<file path="config.mk">
export PLATFORM = sky130hd
export DESIGN_NAME = inst_sequencer
export DESIGN_NICKNAME = d
export VERILOG_FILES = /design/src/rtl/inst_sequencer.sv
export SDC_FILE = /design/constraint.sdc
export NUM_CORES = 1
export LEC_CHECK = 0
export ABC_CLOCK_PERIOD_IN_PS = 2500
export CORE_MARGIN = 2
export CORE_UTILIZATION = 46
export CTS_CLUSTER_SIZE = 8
export DETAILED_ROUTE_END_ITERATION = 6
export GPL_ROUTABILITY_DRIVEN = 1
export GPL_TIMING_DRIVEN = 0
export PLACE_DENSITY = 0.81
export SLEW_MARGIN = 15
export SYNTH_ARGS = -nofsm -noshare
export SYNTH_HDL_FRONTEND = slang
export SYNTH_SLANG_ARGS = --single-unit
</file>
<file path="constraint.sdc">
create_clock -name clk -period 2.5 [get_ports clk]
set_clock_uncertainty 0.2 [all_clocks]
set_input_delay 0.75 -clock clk [delete_from_list [all_inputs] [get_ports clk]]
set_output_delay 0.75 -clock clk [all_outputs]
set_load 0.02 [all_outputs]
</file>
<file path="src/rtl/inst_sequencer.sv">
// ---------------------------------------------------------------------------
// inst_sequencer
//
// Fetch-and-issue controller for the single-cycle cpu datapath. It fetches one
// 32-bit instruction at a time from an instruction memory over a req/ack
// handshake. Each fetched word is presented to the cpu for exactly one issue
// cycle. The block gates register-file writes by opcode and stops on a HALT
// opcode, on an external halt request or on a fetch timeout.
//
// Parameters
//   ADDR_WIDTH : width of the word-addressed program counter
//   RESET_PC   : pc loaded on reset and on every accepted start
//   TIMEOUT    : unacknowledged request cycles tolerated before ERROR (1..255)
//
// Ports
//   clk, rst_n  : rising-edge clock, asynchronous active-low reset
//   start       : begin execution from RESET_PC (only in IDLE/HALTED/ERROR)
//   halt_req    : level; stop after the instruction currently in flight
//   imem_req    : fetch request, held high until acknowledged
//   imem_addr   : fetch word address, equal to pc
//   imem_ack    : read data valid this cycle (only looked at in FETCH)
//   imem_rdata  : instruction word, captured when imem_ack=1 in FETCH
//   inst        : instruction to the cpu, holds its value between issues
//   inst_valid  : one-cycle pulse while an instruction is issued
//   rf_we       : register-file write enable for the issued instruction
//   pc          : address of the next fetch
//   busy        : high in FETCH or ISSUE
//   halted      : high in HALTED
//   err         : high in ERROR
//   illegal     : sticky flag, an unsupported opcode has been issued
//
// Every output is either a register or decoded from registered state only,
// so there is no combinational path from any input to any output.
// ---------------------------------------------------------------------------
module inst_sequencer #(
  parameter int                    ADDR_WIDTH = 8,
  parameter logic [ADDR_WIDTH-1:0] RESET_PC   = {ADDR_WIDTH{1'b0}},
  parameter int                    TIMEOUT    = 15
) (
  input  logic                  clk,
  input  logic                  rst_n,
  input  logic                  start,
  input  logic                  halt_req,
  output logic                  imem_req,
  output logic [ADDR_WIDTH-1:0] imem_addr,
  input  logic                  imem_ack,
  input  logic [31:0]           imem_rdata,
  output logic [31:0]           inst,
  output logic                  inst_valid,
  output logic                  rf_we,
  output logic [ADDR_WIDTH-1:0] pc,
  output logic                  busy,
  output logic                  halted,
  output logic                  err,
  output logic                  illegal
);

  // State encoding, kept as plain constants for compatibility with older tools.
  localparam logic [2:0] S_IDLE   = 3'd0;
  localparam logic [2:0] S_FETCH  = 3'd1;
  localparam logic [2:0] S_ISSUE  = 3'd2;
  localparam logic [2:0] S_HALTED = 3'd3;
  localparam logic [2:0] S_ERROR  = 3'd4;

  // Opcodes recognised in inst[31:26].
  localparam logic [5:0] OP_RTYPE = 6'b000000;
  localparam logic [5:0] OP_ADDI  = 6'b010000;
  localparam logic [5:0] OP_HALT  = 6'b111111;

  localparam logic [7:0]            TO_LIMIT = 8'(TIMEOUT);
  localparam logic [ADDR_WIDTH-1:0] PC_ONE   = ADDR_WIDTH'(1);

  logic [2:0]            state_q,   state_d;
  logic [ADDR_WIDTH-1:0] pc_q,      pc_d;
  logic [31:0]           inst_q,    inst_d;
  logic [7:0]            tcnt_q,    tcnt_d;
  logic                  illegal_q, illegal_d;
  // Remembers a halt request seen while a fetch was still outstanding, so a
  // single-cycle halt_req pulse during FETCH still stops after the issue.
  logic                  hpend_q,   hpend_d;

  logic [5:0] opcode;
  logic       op_write;
  logic       op_halt;

  assign opcode   = inst_q[31:26];
  assign op_write = (opcode == OP_RTYPE) || (opcode == OP_ADDI);
  assign op_halt  = (opcode == OP_HALT);

  // Next-state and datapath update logic.
  always_comb begin
    state_d   = state_q;
    pc_d      = pc_q;
    inst_d    = inst_q;
    tcnt_d    = tcnt_q;
    illegal_d = illegal_q;
    hpend_d   = hpend_q;

    case (state_q)
      S_IDLE, S_HALTED, S_ERROR: begin
        if (start) begin
          state_d   = S_FETCH;
          pc_d      = RESET_PC;
          tcnt_d    = 8'd0;
          illegal_d = 1'b0;
          hpend_d   = 1'b0;
        end else begin
          state_d   = state_q;
        end
      end

      S_FETCH: begin
        if (halt_req) begin
          hpend_d = 1'b1;
        end else begin
          hpend_d = hpend_q;
        end
        // An ack on the last allowed cycle wins over the timeout.
        if (imem_ack) begin
          inst_d  = imem_rdata;
          pc_d    = pc_q + PC_ONE;
          tcnt_d  = 8'd0;
          state_d = S_ISSUE;
        end else if ((tcnt_q + 8'd1) == TO_LIMIT) begin
          tcnt_d  = 8'd0;
          state_d = S_ERROR;
        end else begin
          tcnt_d  = tcnt_q + 8'd1;
        end
      end

      S_ISSUE: begin
        if (!op_write && !op_halt) begin
          illegal_d = 1'b1;
        end else begin
          illegal_d = illegal_q;
        end
        if (op_halt || halt_req || hpend_q) begin
          state_d = S_HALTED;
          hpend_d = 1'b0;
        end else begin
          state_d = S_FETCH;
          tcnt_d  = 8'd0;
        end
      end

      default: begin
        state_d = S_IDLE;
      end
    endcase
  end

  // State and datapath registers with asynchronous reset.
  always_ff @(posedge clk or negedge rst_n) begin
    if (!rst_n) begin
      state_q   <= S_IDLE;
      pc_q      <= RESET_PC;
      inst_q    <= 32'd0;
      tcnt_q    <= 8'd0;
      illegal_q <= 1'b0;
      hpend_q   <= 1'b0;
    end else begin
      state_q   <= state_d;
      pc_q      <= pc_d;
      inst_q    <= inst_d;
      tcnt_q    <= tcnt_d;
      illegal_q <= illegal_d;
      hpend_q   <= hpend_d;
    end
  end

  // Output decode from registered state; reset forces all of these at once.
  always_comb begin
    imem_req   = (state_q == S_FETCH);
    imem_addr  = pc_q;
    inst       = inst_q;
    inst_valid = (state_q == S_ISSUE);
    rf_we      = (state_q == S_ISSUE) && op_write;
    pc         = pc_q;
    busy       = (state_q == S_FETCH) || (state_q == S_ISSUE);
    halted     = (state_q == S_HALTED);
    err        = (state_q == S_ERROR);
    illegal    = illegal_q;
  end

endmodule

</file>
# ---- Word-level counts from Yosys, hierarchy flattened
# Index checks and enable logic that the tools add are counted.
# W data, S select, Z words.
dict set report totals {
  ff_bits 53
  inputBits 37
  out_inout_bits 55
  word_cells 60
}
dict set report op_classes {
  addsub 2
  n_eq_ne 14
  n_mux 18
  reduce_logical 20
}
# op n
set op_table {}
lappend op_table {{$mux W8} 5}
lappend op_table {{$pmux W8 S3} 1}
lappend op_table {{$add A8 B1 Y8 const B} 2}
lappend op_table {{$pmux W8 S2} 1}
lappend op_table {{$mux W3} 3}
lappend op_table {{$pmux W3 S3} 1}
lappend op_table {{$reduce_and A3 Y1} 3}
lappend op_table {{$eq A8 B4 Y1 const B} 1}
lappend op_table {{$eq A3 B2 Y1 const B} 2}
lappend op_table {{$eq A6 B5 Y1 const B} 1}
lappend op_table {{$eq A6 B6 Y1 const B} 1}
lappend op_table {{$logic_not A6 Y1} 1}
lappend op_table {{$ne A2 B1 Y1 const B} 3}
lappend op_table {{$ne A2 B2 Y1 const B} 3}
lappend op_table {{$logic_or A1 B1 Y1} 4}
lappend op_table {{$mux W1} 4}
lappend op_table {{$reduce_and A2 Y1} 2}
lappend op_table {{$reduce_and A4 Y1} 1}
lappend op_table {{$reduce_bool A2 Y1} 2}
lappend op_table {{$eq A3 B1 Y1 const B} 1}
lappend op_table {{$eq A3 B3 Y1 const B} 1}
lappend op_table {{$logic_not A3 Y1} 1}
lappend op_table {{$ne A3 B1 Y1 const B} 1}
lappend op_table {{$pmux W1 S3} 1}
lappend op_table {{6 further kinds} 8}

# ---- Depth between registers and ports, before layout
dict set report depth {
  depth_word 6
  mapped_depth 9
  mapped_depth_nobuf 6
}

# ---- Least setup slack after synthesis
# OpenSTA, ideal clock, no wires.
dict set report synth_timing {
  kind {register to output}
  startpoint {register inst_q[27] (netlist: inst[27])}
  endpoint {output port rf_we}
  arrival_ps 1649
  setup_slack_ps -99
  stages_incl_launch_ff 3
  n_path_buf 0
  cell_sequence {dfrtp_1 > or4_1 > nor4_1}
}
dict set report synth_via {
  elab_chain_len 3
  elab_cells_between_ends 4
  cone_classes {eq/ne (1); reduce/logical (3)}
}
# element line
set synth_lines {}
lappend synth_lines {{start, declared} 75} ;# logic [31:0] inst_q, inst_d;
lappend synth_lines {{start signal, assigned} 165} ;# inst_q <= inst_d;
lappend synth_lines {{$eq A6 B5 Y1 / $logic_not A6 Y1 (equally long branches)} 87} ;# assign op_write = (opcode == OP_RTYPE) || (opcode == OP_ADDI);
lappend synth_lines {{$logic_or A1 B1 Y1 *} 87}
lappend synth_lines {{$logic_and A1 B1 Y1 *} 178} ;# rf_we = (state_q == S_ISSUE) && op_write;
lappend synth_lines {{end, declared} 50} ;# output logic rf_we,
# Every way passes the cells marked *; elsewhere a longest branch is shown, timed or not.

# ---- Worst setup path after layout
# Same ends and word-level chain as after synthesis.

==> out/qor.tcl <==
set qor(grt_antenna_before_repair) 0
set qor(synth_cell_types) 47
set qor(yosysSeqAreaShare) 0.4845
set qor(route.final.wire_length_mm) 5.878
set qor(timing.critical_path.cells) {or4_4 > nor4_4 > buf_4}
set qor(netlist_top_cells_count) {53 x sky130_fd_sc_hd__dfrtp_1, 30 x sky130_fd_sc_hd__mux2_4, 19 x sky130_fd_sc_hd__o21ai_0, 16 x sky130_fd_sc_hd__nand2_1, 16 x sky130_fd_sc_hd__nor2_1}
set qor(timing.critical_path.max_delay_family) {simple AND/OR/NAND/NOR gates}
set qor(timing.fmax_mhz) 391.1
set qor(critical_path_peak_fanout) 3
set qor(post_synthesis_compound_gate_area_fraction) 0.1170
set qor(hpwl_mm) 4.406
set qor(clk_root_buffer_cell) {sky130_fd_sc_hd__clkbuf_8}
set qor(path_buf_inv) 1
set qor(layout.nets) 372
set qor(drtPass1Iterations) 4
set qor(diodes) 0
set qor(final.fill_count) 442
set qor(final_layout_size_suffix_gt1_frac) 0.2492
set qor(synth.top_cells.by_area) {sky130_fd_sc_hd__dfrtp_1 48%, sky130_fd_sc_hd__mux2_4 16%, sky130_fd_sc_hd__buf_12 3.7%}
set qor(seq_area_um2) 1329
set qor(post_synth.cell_area_avg_um2) 12.06
set qor(power_density_nw_per_um2) 1157
set qor(layoutNonFillerInstCount) 408
set qor(clkLatencyLatePin_ns) 0.31
set qor(power_leakage_nw) 1.688
set qor(initial_core_util) 0.4679
set qor(place.port_buffers) 91
set qor(post_synth_edffs) 0
set qor(remaining_drc_errors) 0
set qor(setup_viol) 1
set qor(timing.final.crit_share) 1.023
set qor(yosys.area_share.xor_xnor) 0
set qor(synthArstFlopShare) 1.000
set qor(timing.critical_path.required_ns) 1.55
set qor(min_period_ns) 2.557
set qor(routed_wire_length_per_instance_um) 14.41
set qor(die_area_um2) 6585
set qor(violations) {setup timing}
set qor(via_count) 2104
set qor(start_kind) {flop}
set qor(worst_pin_slew_ns) 0.5191
set qor(area_delta_synth_final_pct) 42.23
set qor(ant_nets) 0
set qor(clockBufferDepth) 2
set qor(clock_tree.htree_level_count) 2
set qor(avgViaCountPerCell) 5.157
set qor(synth-adder-area-share) 0.01371
set qor(post_synth_instance_area_um2) 2738
set qor(cts_sinks) 53
set qor(finalHoldWorstSlack_ns) 0.2062
set qor(max-cap-violations) 0
set qor(core.rowCount) 28
set qor(rsz_0062_raised_after_global_routing) {true}
set qor(grt_start_max_net_pins) 32
set qor(hold_class) {in2async}
set qor(post-synth-top-area-cell) {sky130_fd_sc_hd__dfrtp_1}
set qor(synth-seq-cells) 53
set qor(global_route_wire_length_before_repair_mm) 9.777
set qor(finalMaxSlewViolations) 0
set qor(hold_buffers) 0
set qor(syn-num-nets) 267
set qor(critical_path.max_stage_delay_ns) 0.56
set qor(yosys_most_used_dff) {sky130_fd_sc_hd__dfrtp_1}
set qor(grt_use_total) 0.1919
set qor(drtIter0Drc) 145
set qor(synthMuxAreaShare) 0.1769
set qor(gp_congestion) 0.8221
set qor(status) {finished, violations left}
set qor(clk_pin_slew_ns) 0.10
set qor(hold_viol) 0
set qor(max-slew-margin-rel) 0.6539
set qor(multi_input_comb_area_um2) 1200
set qor(design.core.area_um2) 5851
set qor(timing.critical_path.to_type) {output pin}
set qor(syn_inst) 227
set qor(clock_tree_from_tritoncts) {built}
set qor(dieWidth_um) 81.15
set qor(cts_made_buffers) 5
set qor(critical-path-slowest-cell) {sky130_fd_sc_hd__or4_4}
set qor(synth-warning-count) 0
set qor(synth_top_family_by_area) {multiplexers}
set qor(criticalPathCategory) {reg2out}
set qor(leftover_overflow_at_the_end_of_global_routing) 0
set qor(yosysTopAreaCellShare) 0.4845
set qor(io-pin-count) 92
set qor(largest_vdd_supply_drop_v) 0.0007588
set qor(setup_slack_ns) -0.05681
set qor(worstPathArrival_ns) 1.61
set qor(grt_pass1_vias) 2075
set qor(post-place-cells) 394
set qor(die-height_um) 81.15
set qor(synth_simple_gate_area_frac) 0.1216
set qor(yosysMostFrequentCell) {sky130_fd_sc_hd__dfrtp_1}
path summary, 6_finish.rpt:
kind,cells after the start,slack (ns),end,startpoint
worst max register to register,6,0.30,state_q[0]$_DFFE_PN0P_,tcnt_q[1]$_DFFE_PN0P_
worst min register to register,1,0.29,imem_addr[7]$_DFFE_PN0P_,imem_addr[7]$_DFFE_PN0P_
worst max-delay path,3,-0.06,rf_we,inst[27]$_DFFE_PN0P_
max in group asynchronous,2,1.34,imem_addr[4]$_DFFE_PN0P_,rst_n
worst min-delay path,1,0.21,tcnt_q[5]$_DFFE_PN0P_,rst_n
min in group clk,1,0.29,imem_addr[7]$_DFFE_PN0P_,imem_addr[7]$_DFFE_PN0P_
layout by cell type, fill, tap and decap left out, types with 2 or more instances in the layout:
cell and count:
sky130_fd_sc_hd__clkdlybuf4s50_1 84, sky130_fd_sc_hd__dfrtp_1 51, sky130_fd_sc_hd__mux2_4 30, sky130_fd_sc_hd__o21ai_0 19, sky130_fd_sc_hd__nand2_1 16, sky130_fd_sc_hd__nor2_1 16
sky130_fd_sc_hd__buf_4 16, sky130_fd_sc_hd__buf_12 6, sky130_fd_sc_hd__o21ai_1 6, sky130_fd_sc_hd__buf_2 5, sky130_fd_sc_hd__nand3_1 5, sky130_fd_sc_hd__clkbuf_8 5
sky130_fd_sc_hd__and3_1 4, sky130_fd_sc_hd__nor3_1 4, sky130_fd_sc_hd__a31oi_1 4, sky130_fd_sc_hd__nand4_1 4, sky130_fd_sc_hd__buf_6 3, sky130_fd_sc_hd__inv_1 3
sky130_fd_sc_hd__clkbuf_2 3, sky130_fd_sc_hd__o22a_1 3, sky130_fd_sc_hd__o211ai_1 3, sky130_fd_sc_hd__ha_1 3, sky130_fd_sc_hd__and3b_1 2, sky130_fd_sc_hd__a21oi_1 2
sky130_fd_sc_hd__nor2b_1 2, sky130_fd_sc_hd__a22o_1 2, sky130_fd_sc_hd__o31ai_1 2, sky130_fd_sc_hd__mux2_2 2, sky130_fd_sc_hd__clkinvlp_4 2, sky130_fd_sc_hd__dfrtp_2 2
power breakdown:
group | internal [mW] | switching, mW | total (mW)
Clock | 0.198 | 0.281 | 0.479
Sequential | 1.19 | 0.241 | 1.43
Combinational | 1.44 | 1.15 | 2.59
Total | 2.83 | 1.68 | 4.50
stage by stage:
step                setup TNS (ns)  setup WS, ns  total power, mW  instance area [um2]  utilization
floorplan                        0        0.1229            2.979                 2744            -
global placement            -58.79        -1.102            3.923                 3749       0.6407
detailed placement         -0.7207       -0.2340            3.989                 3764       0.6433
CTS                        -0.1025      -0.09572            4.507                 3869       0.6612
global route               -0.1156       -0.1091            4.771                 3894       0.6655
finish                    -0.05681      -0.05681            4.505                 3894       0.6655
area by class of cell:
class,instances,area share
plain buffers,19,0.05366
clock buffers,6,0.01864
clock inverters,2,0.003856
inverters,4,0.005141
multi-input cells,150,0.3082
flip-flops and latches,53,0.3413
well taps,75,0.02410
repair buffers,99,0.2452
timing repair:
item                                    CTS  global route
endpoints found under the hold margin     0             0
gates resized for setup                  19            10
setup buffers                             4             3
pin swaps                                 1             1
endpoints found under the setup margin    6            13
metal layers:
layer / global-route usage / wire (um) / vias up / share of wire
li1: - / - / 1015 / -
met1: 0.2531 / 2502 / 1026 / 0.43
met2: 0.3074 / 2919 / 59 / 0.50
met3: 0.06000 / 395 / 4 / 0.067
met4: 0.05085 / 61 / 0 / 0.010
met5: 0 / 0 / - / 0
state kept, by name, indices dropped and copies added (netlist names):
register and cells:
imem_addr 8, tcnt_q 8, hpend_q 1, state_q 3, illegal 1, inst 32
logic make-up after synthesis:
group,count (synthesis)
AOI/OAI and AO/OA,50
adders and majority gates,3
buffers and inverters,24
DFF,53
muxes,33
and+or+nand+nor,64
(Power assumes the default switching activity.)
